[src/rtl/riscv_definitions.sv]
// Shared RV32I definitions used by the fetch front end.
package riscv_definitions;

    localparam logic [31:0] NOP_INSTR = 32'h0000_0013;

    typedef enum logic [1:0] {IDLE, REQ, DRAIN} fetchState_t;

endpackage

[src/rtl/fetch_fifo.sv]
// Synchronous FIFO with a registered head word; clear has priority over push/pop.
module fetch_fifo #(
    parameter int WIDTH = 64,
    parameter int DEPTH = 4
) (
    input  logic                     clk,
    input  logic                     rst,
    input  logic                     push,
    input  logic [WIDTH-1:0]         push_data,
    input  logic                     pop,
    input  logic                     clear,
    output logic                     full,
    output logic                     empty,
    output logic [$clog2(DEPTH):0]   count,
    output logic [WIDTH-1:0]         head_data
);

    localparam int AW = $clog2(DEPTH);
    localparam int CW = AW + 1;

    logic [WIDTH-1:0] mem_q [DEPTH];
    logic [AW-1:0]    rd_ptr_q, rd_ptr_d;
    logic [AW-1:0]    wr_ptr_q, wr_ptr_d;
    logic [CW-1:0]    count_q, count_d;
    logic [WIDTH-1:0] head_q, head_d;
    logic             push_ok, pop_ok;

    always_comb begin
        pop_ok   = pop && !clear && (count_q != '0);
        push_ok  = push && !clear && ((count_q != CW'(DEPTH)) || pop_ok);
        rd_ptr_d = rd_ptr_q + AW'(pop_ok);
        wr_ptr_d = wr_ptr_q + AW'(push_ok);
        count_d  = count_q + CW'(push_ok) - CW'(pop_ok);

        // The next head is either a stored word or the word being written right now.
        if (count_d == '0) begin
            head_d = head_q;
        end else if (push_ok && (rd_ptr_d == wr_ptr_q)) begin
            head_d = push_data;
        end else begin
            head_d = mem_q[rd_ptr_d];
        end

        if (clear) begin
            rd_ptr_d = '0;
            wr_ptr_d = '0;
            count_d  = '0;
            head_d   = head_q;
        end
    end

    always_ff @(posedge clk) begin
        if (push_ok) begin
            mem_q[wr_ptr_q] <= push_data;
        end
    end

    always_ff @(posedge clk) begin
        if (rst) begin
            rd_ptr_q <= '0;
            wr_ptr_q <= '0;
            count_q  <= '0;
            head_q   <= '0;
        end else begin
            rd_ptr_q <= rd_ptr_d;
            wr_ptr_q <= wr_ptr_d;
            count_q  <= count_d;
            head_q   <= head_d;
        end
    end

    assign full      = (count_q == CW'(DEPTH));
    assign empty     = (count_q == '0);
    assign count     = count_q;
    assign head_data = head_q;

endmodule

[src/rtl/fetch_prefetch_queue.sv]
// Instruction prefetcher: one outstanding memory request feeding a {pc, inst} queue,
// with redirect flush that drains an in-flight request before restarting.
module fetch_prefetch_queue
    import riscv_definitions::*;
#(
    parameter int              XLEN     = 32,
    parameter int              DEPTH    = 4,
    parameter logic [XLEN-1:0] RESET_PC = '0
) (
    input  logic                     clk,
    input  logic                     rst,
    input  logic                     i_instr_ready,
    input  logic [XLEN-1:0]          i_instr_data,
    output logic [3:0]               o_inst_rd_en,
    output logic [XLEN-1:0]          o_inst_addr,
    input  logic                     i_flush,
    input  logic [XLEN-1:0]          i_jump_addr,
    output logic                     o_if_valid,
    output logic [XLEN-1:0]          o_if_inst,
    output logic [XLEN-1:0]          o_if_pc,
    input  logic                     i_id_ready,
    output logic [$clog2(DEPTH):0]   o_count
);

    localparam int CW = $clog2(DEPTH) + 1;

    fetchState_t       state_q, state_d;
    logic [XLEN-1:0]   fetch_pc_q, fetch_pc_d;
    logic [XLEN-1:0]   addr_q, addr_d;
    logic              rd_en_q, rd_en_d;
    logic [XLEN-1:0]   target, next_pc;
    logic              push, pop;
    logic              fifo_full, fifo_empty;
    logic [CW-1:0]     fifo_count, count_after;
    logic [2*XLEN-1:0] head;

    always_comb begin
        target      = i_jump_addr & ~XLEN'(3);
        next_pc     = fetch_pc_q + XLEN'(4);
        pop         = !fifo_empty && i_id_ready && !i_flush;
        push        = 1'b0;
        count_after = fifo_count + CW'(1) - CW'(pop);
        state_d     = state_q;
        fetch_pc_d  = fetch_pc_q;
        addr_d      = addr_q;
        rd_en_d     = rd_en_q;

        case (state_q)
            IDLE: begin
                if (i_flush) begin
                    state_d    = REQ;
                    fetch_pc_d = target;
                    addr_d     = target;
                    rd_en_d    = 1'b1;
                end else if (!fifo_full) begin
                    state_d = REQ;
                    addr_d  = fetch_pc_q;
                    rd_en_d = 1'b1;
                end
            end
            REQ: begin
                if (i_flush) begin
                    fetch_pc_d = target;
                    if (i_instr_ready) begin
                        addr_d = target;
                    end else begin
                        state_d = DRAIN;
                    end
                end else if (i_instr_ready) begin
                    push       = 1'b1;
                    fetch_pc_d = next_pc;
                    addr_d     = next_pc;
                    // Only keep requesting while a free slot remains for the next word.
                    if (count_after >= CW'(DEPTH)) begin
                        state_d = IDLE;
                        rd_en_d = 1'b0;
                    end
                end
            end
            DRAIN: begin
                if (i_flush) begin
                    fetch_pc_d = target;
                end
                if (i_instr_ready) begin
                    state_d = REQ;
                    addr_d  = i_flush ? target : fetch_pc_q;
                end
            end
            default: begin
                state_d = IDLE;
                rd_en_d = 1'b0;
            end
        endcase
    end

    always_ff @(posedge clk) begin
        if (rst) begin
            state_q    <= IDLE;
            fetch_pc_q <= RESET_PC;
            addr_q     <= RESET_PC;
            rd_en_q    <= 1'b0;
        end else begin
            state_q    <= state_d;
            fetch_pc_q <= fetch_pc_d;
            addr_q     <= addr_d;
            rd_en_q    <= rd_en_d;
        end
    end

    fetch_fifo #(
        .WIDTH (2 * XLEN),
        .DEPTH (DEPTH)
    ) u_fifo (
        .clk       (clk),
        .rst       (rst),
        .push      (push),
        .push_data ({addr_q, i_instr_data}),
        .pop       (pop),
        .clear     (i_flush),
        .full      (fifo_full),
        .empty     (fifo_empty),
        .count     (fifo_count),
        .head_data (head)
    );

    assign o_inst_rd_en = {4{rd_en_q}};
    assign o_inst_addr  = addr_q;
    assign o_if_valid   = !fifo_empty;
    assign o_if_inst    = fifo_empty ? XLEN'(NOP_INSTR) : head[XLEN-1:0];
    assign o_if_pc      = head[2*XLEN-1:XLEN];
    assign o_count      = fifo_count;

endmodule

[config.mk]
export PLATFORM = sky130hd
export DESIGN_NAME = fetch_prefetch_queue
export DESIGN_NICKNAME = d
export VERILOG_FILES = /design/src/rtl/riscv_definitions.sv /design/src/rtl/fetch_fifo.sv /design/src/rtl/fetch_prefetch_queue.sv
export SDC_FILE = /design/constraint.sdc
export NUM_CORES = 1
export LEC_CHECK = 0
export BUFFER_PORTS_ARGS = -buffer_cell sky130_fd_sc_hd__buf_2
export CORE_MARGIN = 2
export CORE_UTILIZATION = 40
export CTS_CLUSTER_SIZE = 28
export DETAILED_ROUTE_END_ITERATION = 10
export PLACE_DENSITY_LB_ADDON = 0.3
export SYNTH_ARGS = -nofsm -noshare
export SYNTH_HDL_FRONTEND = slang
export SYNTH_SLANG_ARGS = --single-unit
export TNS_END_PERCENT = 5
[constraint.sdc]
create_clock -name clk -period 11.6 [get_ports clk]
set_input_delay 1.16 -clock clk [delete_from_list [all_inputs] [get_ports clk]]
set_output_delay 1.16 -clock clk [all_outputs]
set_load 0.005 [all_outputs]
### Word level (Yosys, flattened, before mapping)

Memory sizes are Yosys's and may differ from the RTL's. A register that Yosys moved wholly into a read port is not among the register bits.
Cells that the tools add are included.

| operators by class | value |
|---|---|
| $add $sub $neg | 7 |
| magnitude comparators | 1 |
| equality and inequality tests | 12 |
| mux-type cells | 30 |
| bitwise logic cells | 3 |
| reductions and logical operators | 22 |

Operators with widths:

| kind | count |
|---|---|
| $mux 32 | 9 |
| $pmux 32 s3 | 1 |
| $pmux 32 s2 | 1 |
| $add 32x3->32 const B | 1 |
| $ne 3x3->1 const B | 5 |
| $mux 2 | 7 |
| $mux 1 | 10 |
| $reduce_and 5->1 | 2 |
| $ne 2x2->1 const B | 4 |
| $logic_and 1x1->1 | 6 |
| $logic_not 3->1 | 2 |
| $pmux 2 s3 | 1 |
| $reduce_bool 3->1 | 2 |
| $sub 3x1->3 | 2 |
| $add 2x1->2 | 2 |
| $reduce_and 2->1 | 2 |
| $reduce_and 4->1 | 1 |
| $reduce_or 2->1 | 2 |
| $add 3x1->3 | 1 |
| $add 3x1->3 const B | 1 |
| $eq 3x3->1 const B | 1 |
| $ge 3x3->1 const B | 1 |
| $not 1->1 | 3 |
| $pmux 1 s3 | 1 |
| 6 further kinds | 7 |

| word-level totals | value |
|---|---|
| bits in registers | 74 |
| bits in writable memories | 256 |
| bits of input ports | 69 |
| output and inout bits | 104 |
| logic and storage cells | 83 |
| memories kept | 1 |

Memories:

| name | depth | bits a word | rd ports | clocked after memory_dff | wr ports | line | text |
|---|---|---|---|---|---|---|---|
| u_fifo.mem_q | 4 | 64 | 1 | 1 | 1 | fetch_fifo.sv:21 | `logic [WIDTH-1:0] mem_q [DEPTH];` |

### Longest topological paths before layout

| logic depth | value |
|---|---|
| depth after elaboration | 13 |
| gate-level depth with buffers | 16 |
| depth with buffers taken out | 13 |

### By module

From an unflattened synthesis, not the netlist that was laid out.

| unflattened totals | value |
|---|---|
| cell total of the unflattened synthesis | 1,360 |
| area, all modules | 17,065.1 sq um |

Modules (own cells, without submodules):

| module | instances | cells an instance | area each (sq um) | sequential area each (sq um) |
|---|---|---|---|---|
| fetch_fifo | 1 | 736 | 12,485.7 | 9,108.7 |
| fetch_prefetch_queue | 1 | 624 | 4,579.4 | 1,341.3 |

### Worst setup path after synthesis

No wires, ideal clock.

| timing | value |
|---|---|
| kind | input to register |
| from | input i_flush |
| to | memory u_fifo.mem_q[0][0] (enable) |
| library setup time | 578 ps |
| data arrival time | 6,583 ps |
| required time | 11,022 ps |
| slack | 4,439 ps |
| stages | 4 |
| path buffers | 1 |
| path through | buf_2 -> and4bb_2 -> o41a_1 -> nor3b_1 |

| between the ends | value |
|---|---|
| cells in the longest elaborated chain, start to end | 8 |
| elaborated cells on any way between the ends | 11 |
| those cells by class | mux (4); reduce/logical (7) |

RTL lines:

| item | line | text |
|---|---|---|
| start: declaration | fetch_prefetch_queue.sv:16 | `input logic i_flush,` |
| $logic_not 1->1 | fetch_fifo.sv:29, fetch_fifo.sv:30, fetch_prefetch_queue.sv:40 |  |
| $logic_and 1x1->1 | fetch_prefetch_queue.sv:40 | `pop = !fifo_empty && i_id_ready && !i_flush;` |
| $logic_and 1x1->1 (2 in series) | fetch_fifo.sv:29 | `pop_ok = pop && !clear && (count_q != '0);` |
| $logic_or 1x1->1 | fetch_fifo.sv:30 | `push_ok = push && !clear && ((count_q != CW'(DEPTH)) \|\| pop_ok);` |
| $logic_and 1x1->1 (*) | fetch_fifo.sv:30 |  |
| $mux 1 (*) | fetch_fifo.sv:53 | `if (push_ok) begin` |
| $mux 1 (implied by the code) (*) | fetch_fifo.sv:54 | `mem_q[wr_ptr_q] <= push_data;` |
| end: declaration | fetch_fifo.sv:21 |  |

Every way passes the cells marked *; elsewhere a longest branch is shown, timed or not.

### Worst setup path after layout

| timing | value |
|---|---|
| from | input i_flush |
| to | register u_fifo.head_q[18] (netlist: u_fifo.head_data[18]) (read register of u_fifo.mem_q) |

| between the ends | value |
|---|---|
| cells in the longest elaborated chain, start to end | 11 |
| elaborated cells on any way between the ends | 16 |
| those cells by class | add/sub (3); mux (2); bitwise (2); reduce/logical (9) |

RTL lines:

| item | line | text |
|---|---|---|
| $logic_not 1->1 | fetch_fifo.sv:29, fetch_fifo.sv:30, fetch_prefetch_queue.sv:40 |  |
| $logic_and 1x1->1 | fetch_prefetch_queue.sv:40 |  |
| $logic_and 1x1->1 (2 in series) | fetch_fifo.sv:29 |  |
| $logic_or 1x1->1 | fetch_fifo.sv:30 |  |
| $logic_and 1x1->1 | fetch_fifo.sv:30 |  |
| $add 3x1->3 | fetch_fifo.sv:33 | `count_d = count_q + CW'(push_ok) - CW'(pop_ok);` |
| $sub 3x1->3 | fetch_fifo.sv:33 |  |
| $logic_not 3->1 | fetch_fifo.sv:36 | `if (count_d == '0) begin` |
| $not 1->1 (no line) | -- |  |
| $reduce_and 2->1 (no line) | -- |  |
| end: declaration | fetch_fifo.sv:25 | `logic [WIDTH-1:0] head_q, head_d;` |

Several ways; a longest one is shown, not always the timed one.
A chain may end at the register's enable or synchronous reset.

==> results.yml <==
status:
  status: "completed"
finish:
  layout_commonest_cell: "edfxtp_1"
  syn_to_final_growth_pct: 13.9
  layout_common_cells: "edfxtp_1 (256), buf_2 (169), dfxtp_1 (137), nor2_1 (116), nand2_1 (80)"
  final.fill_count: 3817
  num_antenna_cells: 0
  nets: 1481
  drive_gt1_share_pct: 23.4
logic_synthesis:
  syn_area_um2: 17100
  synth_top_area_share_pct: 44.9
  ys.flop_type: "edfxtp_1"
  yosys.cell_types.count: 76
  syn_inst: 1312
  synth_warnings: 0
  yosysSeqAreaShare_pct: 61.0
  synth_edf_count: 256
  synth_area_leader_cell: "edfxtp_1"
  synth_seq_cells: 394
  yosys-top-cells-area: "edfxtp_1 (45%), dfxtp_1 (16%), mux4_2 (8.4%), mux2i_1 (4.4%), a211oi_1 (2.9%)"
  synth_nets: 1387
  async_reset_ff_share_pct: 0
  syn_area_per_cell_um2: 13.1
grt:
  grt_pass1_vias: 11100
  track_usage_pct: 19.4
  met2_usage_pct: 31.8
  grt_max_degree: 65
  grt_pass1_wl_um: 66000
  busiest_layer: "met2"
  grtUsageMet3_pct: 3.49
  overflow: 0
  use_met1_pct: 26.3
  antenna_found_initial: 1
cts:
  clockBufferDepth: 3
  clk-insertion-delay-late_ns: 0.56
  cts_buffers: 42
  cts_resized: 0
  clock-root-buffer: "clkbuf_16"
  path_clk_slew_ns: 0.06
  clock-sinks: 394
  cts_hold_buf: 0
  post_cts_buffers: 0
  htree_levels: 2
  cts_tree: "yes"
floorplanning:
  die_h_um: 211
  dieArea_um2: 44500
  die_w_um: 211
  rows: 75
  ios: 173
  fp.coreArea_um2: 42100
  initial_core_util_pct: 40.6
hold_path:
  hold_end: "fetch_pc_q[1]"
  hold_path_class: "flop to flop"
  hold_path.startpoint: "fetch_pc_q[1]"
  holdPathStages: 1
setup_path:
  critPathBufInv: 6
  regToRegSetupSlack_ns: 6.81
  arrival_ns: 6.10
  crit_fanout: 62
  critPathKind: "primary input to flop"
  slowest_delay_ns: 0.85
  r2r_start: "state_q[0]"
  crit_chain: "buf_2 > clkinv_1 > and3_1 > ha_1 > inv_1 > ha_1 > inv_1 > fa_1 > xor2_1 > xnor2_1 > a31oi_4 > buf_4 > buf_4 > nor2_1 > a211oi_1"
  slowest_stage: "clkinv_1"
  critPathRequiredTime_ns: 12.05
  start_kind: "primary input"
  cp_top_family: "buffers and inverters"
  reg2reg_depth: 12
  rr_endpoint: "u_fifo.head_data[18]"
  critPathCaptureType: "flop"
timing:
  period_share_pct: 48.7
  fin_skew_ns: 0.0143
  min_period_ns: 5.65
  hold_violations: 0
  relSlewSlack_pct: 27.0
  setup_ws_ns: 5.95
  tns_ns: 0
  drv_slew: 0
  whs_ns: 0.484
  setup_violations: 0
  worst_slew_pin_slew_ns: 1.09
  rsz0062_at_grt: "no"
  clock.fmax_ghz: 0.177
power:
  pwr_density_cell_nw_per_um2: 163
  leakage_uw: 0.00657
  ir_worst_vdd_v: 0.0000830
placement:
  gp_congestion: 0.895
  place_ws_ns: 5.30
  hpwlAfterDp_um: 26100
  port_buffers: 170
route:
  num_vias: 11200
  drc: 0
  drtIter0Drc: 810
  routedWlPerCell_um: 21.7
  wl_um: 42900
  ant_nets: 0
  avgViaCountPerCell: 5.65
  drt_pass1_iterations: 5
run:
  drv_cap: 0
==> cell families (layout without fill, tap and decap cells) <==
kind of cell / after synthesis / count (layout) / share of synthesized area (%)
muxes: 141 / 141 / 12.9
and+or+nand+nor: 365 / 365 / 10.5
buffers and inverters: 151 / 278 / 4.57
AOI/OAI and AO/OA: 237 / 237 / 9.62
adders and majority gates: 6 / 6 / 0.482
xor gates and xnor gates: 18 / 18 / 0.921
DFF: 394 / 394 / 61.0
==> synth_stat cells (17+ instances only) <==
cell      number
a211oi_1      67
a21oi_1       37
buf_4         39
clkbuf_1      66
dfxtp_1      138
edfxtp_1     256
mux2i_1       76
mux4_2        64
nand2_1       80
nand3_1       24
nand4_1       17
nor2_1       118
nor2b_1       36
nor3_1        20
o21ai_0       35
==> worst reg2reg max path, cell delays in order, from the launching register on <==
cell and delay [ns]:
dfxtp_2 0.92, and4bb_2 0.46, o41a_1 0.34, ha_1 0.20
inv_1 0.05, fa_1 0.39, xor2_1 0.17, xnor2_1 0.18
a31oi_4 0.43, buf_4 0.56, buf_4 0.64, nor2_1 0.11
a211oi_1 0.24
==> worst max-delay path by stage <==
| stage | start | to | slack (ns) | cells after the start |
|---|---|---|---|---|
| after floorplan | i_flush | u_fifo.mem_q[0][0] | 4.44 | 4 |
| after global placement | i_flush | u_fifo.head_data[52] | 5.37 | 15 |
| after detailed placement | i_flush | u_fifo.head_data[18] | 5.30 | 15 |
| after CTS | i_flush | u_fifo.head_data[18] | 5.91 | 15 |
| after global routing | i_flush | u_fifo.head_data[57] | 5.47 | 15 |
| final | i_flush | u_fifo.head_data[18] | 5.95 | 15 |
==> report_power, final <==
part / internal, uW / switching [uW]
sequential: 1550 / 60.3
clock: 798 / 536
combinational: 99.3 / 140
==> registers in the layout, indices dropped and copies added, names as in the netlist <==
| name | flops |
|---|---|
| fetch_pc_q | 32 |
| o_inst_addr | 32 |
| rd_en_q | 1 |
| state_q | 2 |
| u_fifo.count | 3 |
| u_fifo.head_data | 64 |
| u_fifo.mem_q | 256 |
| u_fifo.rd_ptr_q | 2 |
| u_fifo.wr_ptr_q | 2 |
==> final cells by class <==
cell class	count	area [um^2]	area share (%)
Clock inverter	15	148	0.757
Inverter	16	60.1	0.308
Tap cell	539	674	3.46
Multi-Input combinational cell	767	5970	30.6
Sequential cell	394	10500	53.6
Clock buffer	62	1230	6.29
Timing Repair Buffer	185	966	4.95
==> metrics by stage <==
stage | area (um^2) | utilization [%] | power, uW | std cells
finish | 19500 | 46.3 | 3180 | 1978
floorplan | 17100 | - | 1790 | 1312
global placement | 18100 | 43.0 | 1870 | 1901
detailed placement | 18100 | 43.0 | 1880 | 1901
CTS | 19500 | 46.3 | 3220 | 1978
global route | 19500 | 46.3 | 3300 | 1978
==> per-layer routing <==
metal / part of all wire (%) / vias up
met5: 0.030 / -
met4: 2.7 / 2
met3: 6.4 / 83
met2: 47 / 384
met1: 44 / 5524
li1: - / 5182
No activity file was read; power rests on OpenSTA's default activity.
